File: src/rtl/keypad_matrix_decoder_pkg.sv
// Shared types, key codes and fill patterns for the keypad scanner.
package keypad_pkg;

    typedef enum logic [2:0] {
        ST_SCAN,
        ST_DEBOUNCE,
        ST_DECODE,
        ST_EMIT_OK,
        ST_EMIT_B,
        ST_EMIT_E,
        ST_RELEASE,
        ST_DISABLED
    } state_t;

    localparam logic [3:0] KEY_ENTER    = 4'hA;
    localparam logic [3:0] KEY_CANCEL   = 4'hB;
    localparam logic [3:0] KEY_BKSP     = 4'hC;
    localparam logic [3:0] KEY_NONE     = 4'hF;

    localparam logic [3:0] FILL_CANCEL  = 4'hB;
    localparam logic [3:0] FILL_TIMEOUT = 4'hE;
    localparam logic [3:0] FILL_EMPTY   = 4'hF;

    localparam logic [3:0] COLS_IDLE    = 4'b1111;

    function automatic logic [3:0] row_drive(input logic [1:0] row);
        return ~(4'b1000 >> row);
    endfunction

    // Row 3 holds '*', '0', '#', 'D'; only '0' produces a key
    function automatic logic [3:0] decode_key(input logic [1:0] row,
                                              input logic [3:0] col);
        logic [1:0] c;
        case (col)
            4'b0111: c = 2'd0;
            4'b1011: c = 2'd1;
            4'b1101: c = 2'd2;
            default: c = 2'd3;
        endcase
        if (row == 2'd3)
            return (c == 2'd1) ? 4'h0 : KEY_NONE;
        if (c == 2'd3)
            return KEY_ENTER + {2'b00, row};
        return {2'b00, row} * 4'd3 + {2'b00, c} + 4'd1;
    endfunction

endpackage

File: src/rtl/keypad_matrix_decoder_debouncer.sv
// Counts consecutive cycles a column code matches a reference code.
module keypad_debouncer #(
    parameter int DEBOUNCE_CYC = 100
) (
    input  logic       i_clk,
    input  logic       i_rst,
    input  logic [3:0] i_sample,
    input  logic [3:0] i_ref,
    input  logic       i_start,
    output logic       o_stable,
    output logic       o_changed
);

    localparam int CW = (DEBOUNCE_CYC > 1) ? $clog2(DEBOUNCE_CYC) : 1;
    localparam logic [CW-1:0] LAST = CW'(DEBOUNCE_CYC - 1);

    logic [CW-1:0] r_cnt;
    logic          w_match;

    assign w_match = (i_sample == i_ref);

    always_ff @(posedge i_clk or posedge i_rst) begin
        if (i_rst)
            r_cnt <= '0;
        else if (i_start || !w_match)
            r_cnt <= '0;
        else if (r_cnt != LAST)
            r_cnt <= r_cnt + 1'b1;
    end

    assign o_stable  = w_match && (r_cnt == LAST);
    assign o_changed = !w_match;

endmodule

File: src/rtl/keypad_matrix_decoder.sv
// 4x4 keypad scanner: row scan, debounce, decode and digit buffering.
module keypad_matrix_decoder
    import keypad_pkg::*;
#(
    parameter int MAX_DIGITS   = 20,
    parameter int DEBOUNCE_CYC = 100,
    parameter int SETTLE_CYC   = 2,
    parameter int TIMEOUT_CYC  = 5000
) (
    input  logic                            clk,
    input  logic                            rst,
    input  logic                            enable,
    input  logic [3:0]                      col_matriz,
    output logic [3:0]                      lin_matriz,
    output logic [4*MAX_DIGITS-1:0]         digitos_value,
    output logic [$clog2(MAX_DIGITS+1)-1:0] digitos_count,
    output logic                            digitos_valid
);

    localparam int BW = 4 * MAX_DIGITS;
    localparam int NW = $clog2(MAX_DIGITS + 1);
    localparam int SW = (SETTLE_CYC > 1) ? $clog2(SETTLE_CYC) : 1;
    localparam int TW = $clog2(TIMEOUT_CYC + 1);

    localparam logic [BW-1:0] ALL_F = {MAX_DIGITS{FILL_EMPTY}};
    localparam logic [BW-1:0] ALL_B = {MAX_DIGITS{FILL_CANCEL}};
    localparam logic [BW-1:0] ALL_E = {MAX_DIGITS{FILL_TIMEOUT}};
    localparam logic [BW-1:0] TOP_F = ALL_F << (BW - 4);

    localparam logic [SW-1:0] SETTLE_LAST = SW'(SETTLE_CYC - 1);
    localparam logic [TW-1:0] TMO_LAST    = TW'(TIMEOUT_CYC - 1);
    localparam logic [NW-1:0] CNT_MAX     = NW'(MAX_DIGITS);

    state_t        r_state;
    logic [1:0]    r_row;
    logic [3:0]    r_col;
    logic [3:0]    r_lin;
    logic [SW-1:0] r_settle;
    logic [TW-1:0] r_tmo;
    logic [BW-1:0] r_buf;
    logic [NW-1:0] r_cnt;
    logic          r_valid;

    logic [3:0]    w_ref;
    logic [3:0]    w_key;
    logic [1:0]    w_next_row;
    logic          w_db_start;
    logic          w_stable;
    logic          w_changed;
    logic          w_sample;
    logic          w_key_hit;
    logic          w_tmo_run;
    logic          w_tmo_fire;

    assign w_ref      = (r_state == ST_RELEASE) ? COLS_IDLE : r_col;
    assign w_db_start = !(r_state == ST_DEBOUNCE || r_state == ST_RELEASE);
    assign w_sample   = (r_state == ST_SCAN) && (r_settle == SETTLE_LAST);
    assign w_key_hit  = w_sample && ($countones(~col_matriz) == 1);
    assign w_tmo_run  = (r_cnt != '0) &&
                        (r_state == ST_SCAN || r_state == ST_RELEASE);
    assign w_tmo_fire = w_tmo_run && (r_tmo == TMO_LAST);
    assign w_key      = decode_key(r_row, r_col);
    assign w_next_row = r_row + 2'd1;

    keypad_debouncer #(
        .DEBOUNCE_CYC (DEBOUNCE_CYC)
    ) u_deb (
        .i_clk     (clk),
        .i_rst     (rst),
        .i_sample  (col_matriz),
        .i_ref     (w_ref),
        .i_start   (w_db_start),
        .o_stable  (w_stable),
        .o_changed (w_changed)
    );

    always_ff @(posedge clk or posedge rst) begin
        if (rst) begin
            r_state  <= ST_SCAN;
            r_row    <= 2'd0;
            r_col    <= COLS_IDLE;
            r_lin    <= 4'b0111;
            r_settle <= '0;
            r_tmo    <= '0;
            r_buf    <= ALL_F;
            r_cnt    <= '0;
            r_valid  <= 1'b0;
        end else begin
            r_valid <= 1'b0;
            if (w_tmo_run)
                r_tmo <= r_tmo + 1'b1;
            case (r_state)
                ST_SCAN: begin
                    // A key latched in the expiry cycle wins over the timeout
                    if (!enable) begin
                        r_state <= ST_DISABLED;
                        r_lin   <= COLS_IDLE;
                    end else if (w_key_hit) begin
                        r_col   <= col_matriz;
                        r_tmo   <= '0;
                        r_state <= ST_DEBOUNCE;
                    end else if (w_tmo_fire) begin
                        r_buf   <= ALL_E;
                        r_valid <= 1'b1;
                        r_state <= ST_EMIT_E;
                    end else if (w_sample) begin
                        r_row    <= w_next_row;
                        r_lin    <= row_drive(w_next_row);
                        r_settle <= '0;
                    end else begin
                        r_settle <= r_settle + 1'b1;
                    end
                end
                ST_DEBOUNCE: begin
                    if (w_changed) begin
                        r_settle <= '0;
                        r_state  <= ST_SCAN;
                    end else if (w_stable) begin
                        r_state <= ST_DECODE;
                    end
                end
                ST_DECODE: begin
                    r_tmo <= '0;
                    unique case (1'b1)
                        (w_key <= 4'd9): begin
                            if (r_cnt != CNT_MAX) begin
                                r_buf <= (r_buf << 4) | BW'(w_key);
                                r_cnt <= r_cnt + 1'b1;
                            end
                            r_state <= ST_RELEASE;
                        end
                        (w_key == KEY_BKSP): begin
                            if (r_cnt != '0) begin
                                r_buf <= (r_buf >> 4) | TOP_F;
                                r_cnt <= r_cnt - 1'b1;
                            end
                            r_state <= ST_RELEASE;
                        end
                        (w_key == KEY_ENTER): begin
                            r_valid <= 1'b1;
                            r_state <= ST_EMIT_OK;
                        end
                        (w_key == KEY_CANCEL): begin
                            r_buf   <= ALL_B;
                            r_valid <= 1'b1;
                            r_state <= ST_EMIT_B;
                        end
                        default: r_state <= ST_RELEASE;
                    endcase
                end
                ST_EMIT_OK, ST_EMIT_B: begin
                    r_buf   <= ALL_F;
                    r_cnt   <= '0;
                    r_tmo   <= '0;
                    r_state <= ST_RELEASE;
                end
                ST_EMIT_E: begin
                    r_buf    <= ALL_F;
                    r_cnt    <= '0;
                    r_tmo    <= '0;
                    r_settle <= '0;
                    r_state  <= ST_SCAN;
                end
                ST_RELEASE: begin
                    if (!enable) begin
                        r_state <= ST_DISABLED;
                        r_lin   <= COLS_IDLE;
                    end else if (w_tmo_fire) begin
                        r_buf   <= ALL_E;
                        r_valid <= 1'b1;
                        r_state <= ST_EMIT_E;
                    end else if (w_stable) begin
                        r_settle <= '0;
                        r_state  <= ST_SCAN;
                    end
                end
                ST_DISABLED: begin
                    if (enable) begin
                        r_row    <= 2'd0;
                        r_lin    <= row_drive(2'd0);
                        r_settle <= '0;
                        r_state  <= ST_SCAN;
                    end
                end
                default: r_state <= ST_SCAN;
            endcase
        end
    end

    assign lin_matriz    = r_lin;
    assign digitos_value = r_buf;
    assign digitos_count = r_cnt;
    assign digitos_valid = r_valid;

endmodule

File: config.mk
export PLATFORM = sky130hd
export DESIGN_NAME = keypad_matrix_decoder
export DESIGN_NICKNAME = d
export VERILOG_FILES = /design/src/rtl/keypad_matrix_decoder_pkg.sv /design/src/rtl/keypad_matrix_decoder_debouncer.sv /design/src/rtl/keypad_matrix_decoder.sv
export SDC_FILE = /design/constraint.sdc
export NUM_CORES = 1
export LEC_CHECK = 0
export CORE_MARGIN = 2
export CORE_UTILIZATION = 40
export CTS_CLUSTER_DIAMETER = 60
export CTS_CLUSTER_SIZE = 14
export DETAILED_ROUTE_END_ITERATION = 8
export GPL_ROUTABILITY_DRIVEN = 0
export RECOVER_POWER = 100
export SKIP_LAST_GASP = 1
export SLEW_MARGIN = 20
export SYNTH_ARGS = -nofsm -noshare
export SYNTH_HDL_FRONTEND = slang
export SYNTH_SLANG_ARGS = --single-unit
File: constraint.sdc
create_clock -name clk -period 12.15 [get_ports clk]
set_input_delay 3.0375 -clock clk [delete_from_list [all_inputs] [get_ports clk]]
set_output_delay 3.0375 -clock clk [all_outputs]
set_load 0.005 [all_outputs]
==> impl_metrics.py <==
metrics = {
    "outcome": {
        "status": "finished with violations",
        "violations": "max-capacitance violations, max-slew violations",
    },
    "sta": {
        "hold_viol": 0,
        "tightestPinTransition_ns": 3.129,
        "skew_ns": 0.008460,
        "setup_tns_ns": 0,
        "setup_viol": 0,
        "maxSlewViolCount": 239,
        "rsz0062_at_grt": "false",
        "fin_crit_sh_pct": 73.43,
        "fmax_mhz": 112.1,
        "min_period_ns": 8.922,
        "slew-limit-headroom_pct": -108.6,
    },
    "clocking": {
        "cts_tree": "built",
        "clock_latency_ns": 0.42,
        "cts_resized": 0,
        "cts-buffers-inserted": 17,
        "post-cts-setup-buffers": 0,
        "clk_path_buf_depth": 2,
        "cts_sinks": 120,
        "cts_htree_levels": 4,
        "clkTransAtPathRegs_ns": 0.05,
        "ctsHoldBuffers": 0,
        "cts_root_buf": "clkbuf_16",
    },
    "yosys": {
        "synthCells": 714,
        "yosysWarningCount": 0,
        "async_flop_share_pct": 100.0,
        "yosys.area.top_type": "dfstp_2",
        "synth_commonest_cells": "dfstp_2, nor2_1, nand2_1, nand3_1, mux2_4",
        "ys_top_cells_by_area": "dfstp_2, dfrtp_1, mux2_4",
        "synth_edf_count": 0,
        "syn_nets": 741,
        "synth.top_cell.area_share_pct": 31.56,
        "synth_seq_area_share_pct": 42.96,
        "avgSynthCellArea_sq_um": 10.14,
        "syn_area_sq_um": 7243,
        "yosysMostFrequentCell": "dfstp_2",
        "ys_types": 59,
        "synth_ff_type": "dfstp_2",
        "ys_seq_elements": 120,
    },
    "power_and_ir_drop": {
        "pwr-share-comb_pct": 47.9,
        "power.share.switching_pct": 41.24,
        "power.switching_uw": 918.7,
        "p_leak_uw": 0.003126,
        "p_clk_share_pct": 21.1,
        "ir_drop_mv": 0.1541,
        "power_density_nw_per_um2": 257.2,
        "p_int_uw": 1309,
        "power_frac_seq_pct": 31.0,
    },
    "finish": {
        "multi_input_area_sq_um": 3631,
        "nFillCells": 1645,
        "num_antenna_cells": 0,
        "nets": 814,
        "stdcell_count": 1027,
        "final_core_util_pct": 48.56,
        "stdcell_area_sq_um": 8663,
        "drive_above_1_share_pct": 12.03,
        "area_delta_synth_final_pct": 19.61,
        "seq_area_sq_um": 3112,
    },
    "place": {
        "hpwl_um": 12260,
        "io_buffers": 96,
        "dp.cells": 997,
        "dpl-instance-area_sq_um": 8290,
    },
    "critical_path": {
        "start_kind": "register",
        "crit_type": "register to register",
        "worstSetupEndpointType": "register",
        "reg2regPathDepth": 14,
        "cp.arrival_ns": 9.26,
        "critPathRequiredTime_ns": 12.48,
        "crit_fanout": 63,
    },
    "route": {
        "drt_pre_antenna_iters": 4,
        "wl_um": 18340,
        "wire_per_inst_um": 17.86,
        "vias": 5876,
        "via_per_inst": 5.722,
        "drc_errors": 0,
        "antenna_left": 0,
        "drtIter0Drc": 247,
    },
    "worst_hold_path": {
        "hold_path_class": "register to register",
        "holdPathStages": 2,
    },
    "die": {
        "die_w_um": 138.6,
        "ioPinCount": 97,
        "start_util_pct": 40.60,
        "fp.coreArea_sq_um": 17840,
        "num_rows": 49,
        "die_h_um": 138.6,
        "die_area_sq_um": 19200,
    },
    "flow_run": {
        "max_cap_viol_count": 4,
    },
    "global_routing": {
        "grt_pass1_wl_um": 30670,
        "gr-usage-met2_pct": 31.08,
        "antenna_found_initial": 0,
        "grt_util_met3_pct": 3.867,
        "overflow": 0,
        "top_usage_layer": "met2",
        "met1_usage_pct": 26.20,
        "grt_max_degree": 64,
        "gr-usage-all-layers_pct": 19.39,
        "grt_pass1_vias": 5799,
    },
}
==> sequential cells by signal, summed over array words and instances, names as in the netlist <==
name           flops
digitos_valid      1
digitos_count      5
digitos_value     80
r_tmo             13
r_settle           1
lin_matriz         4
u_deb.r_cnt        7
r_col              4
r_row              2
r_state            3
==> final timing paths <==
path / from / to / slack (ns)
max: r_col[2] / digitos_value[79] / 3.23
min: digitos_value[76] / digitos_value[76] / 0.49
max reg2reg: r_col[2] / digitos_value[79] / 3.23
min reg2reg: digitos_value[76] / digitos_value[76] / 0.49
max in group asynchronous: rst / r_state[0] / 4.42
min in group asynchronous: rst / u_deb.r_cnt[4] / 3.88
==> critical path, cell delays in order (launching register included) <==
cell	delay, ns
dfstp_1	0.74
xnor2_1	0.16
nor2_1	0.07
fa_1	0.48
inv_1	0.07
fa_1	0.41
xnor2_1	0.33
nor3_1	0.11
nand4_1	0.17
and2_2	0.16
clkbuf_1	2.10
nand3_1	1.18
and3_1	0.99
clkbuf_1	1.13
mux2_1	0.70
==> power by group through the flow <==
stage               Sequential (uW)  Clock, uW  Combinational [uW]
global placement                705          0                1110
detailed placement              710          0                1140
CTS                             705        481                1140
floorplan                       646          0                 870
finish                          690        471                1070
global route                    706        499                1180
==> stage by stage <==
stage	worst slack, ns	hold slack [ns]	power, uW
finish	3.228	0.4941	2228
global route	2.657	0.5043	2385
detailed placement	4.584	0.4943	1845
CTS	5.034	0.5023	2328
floorplan	6.071	0.4658	1516
global placement	4.677	0.4985	1817
==> cells by family (layout without fill, tap and decap cells) <==
kind of cell	count (synthesis)	after routing	share of synthesized area, %
compound gates	160	160	16.38
xor+xnor	26	26	3.144
fa+ha+maj	20	20	3.869
buf+inv	70	154	4.785
flops	120	120	42.96
mux	67	67	12.28
simple gates	251	251	16.58
==> area by class of cell <==
class	instances	area share [%]
sequential	120	35.92
timing repair buffer	104	11.66
clock inverter	8	0.8521
inverter	20	0.8810
tap	229	3.307
clock buffer	22	5.474
multi-input combinational	524	41.91
==> placed cells by master (no fill, tap or decap), types with 8 or more instances in the layout <==
cell,netlist,layout
nor2_1,64,63
clkdlybuf4s50_1,0,57
nand2_1,56,56
nand3_1,56,56
dfstp_1,0,54
mux2_1,1,43
dlygate4sd3_1,0,39
o21ai_0,37,37
dfrtp_1,33,33
dfstp_2,87,33
nor3_1,28,28
a31oi_1,21,21
a21oi_1,20,20
inv_1,20,19
mux2i_1,18,18
clkbuf_16,0,17
xor2_1,16,16
ha_1,16,16
a2bb2oi_1,15,15
o32a_1,11,11
xnor2_1,10,10
o221ai_1,10,10
o221a_2,9,9
and3_1,7,8
a31oi_2,8,8
==> routing by layer <==
layer	part of all wire (%)	vias to the layer above	wire [um]
met1	46	2936	8355
met3	4.3	32	780
met5	0	-	0
met2	48	142	8867
li1	-	2766	-
met4	1.9	0	341
No activity file was read; power rests on OpenSTA's default activity.
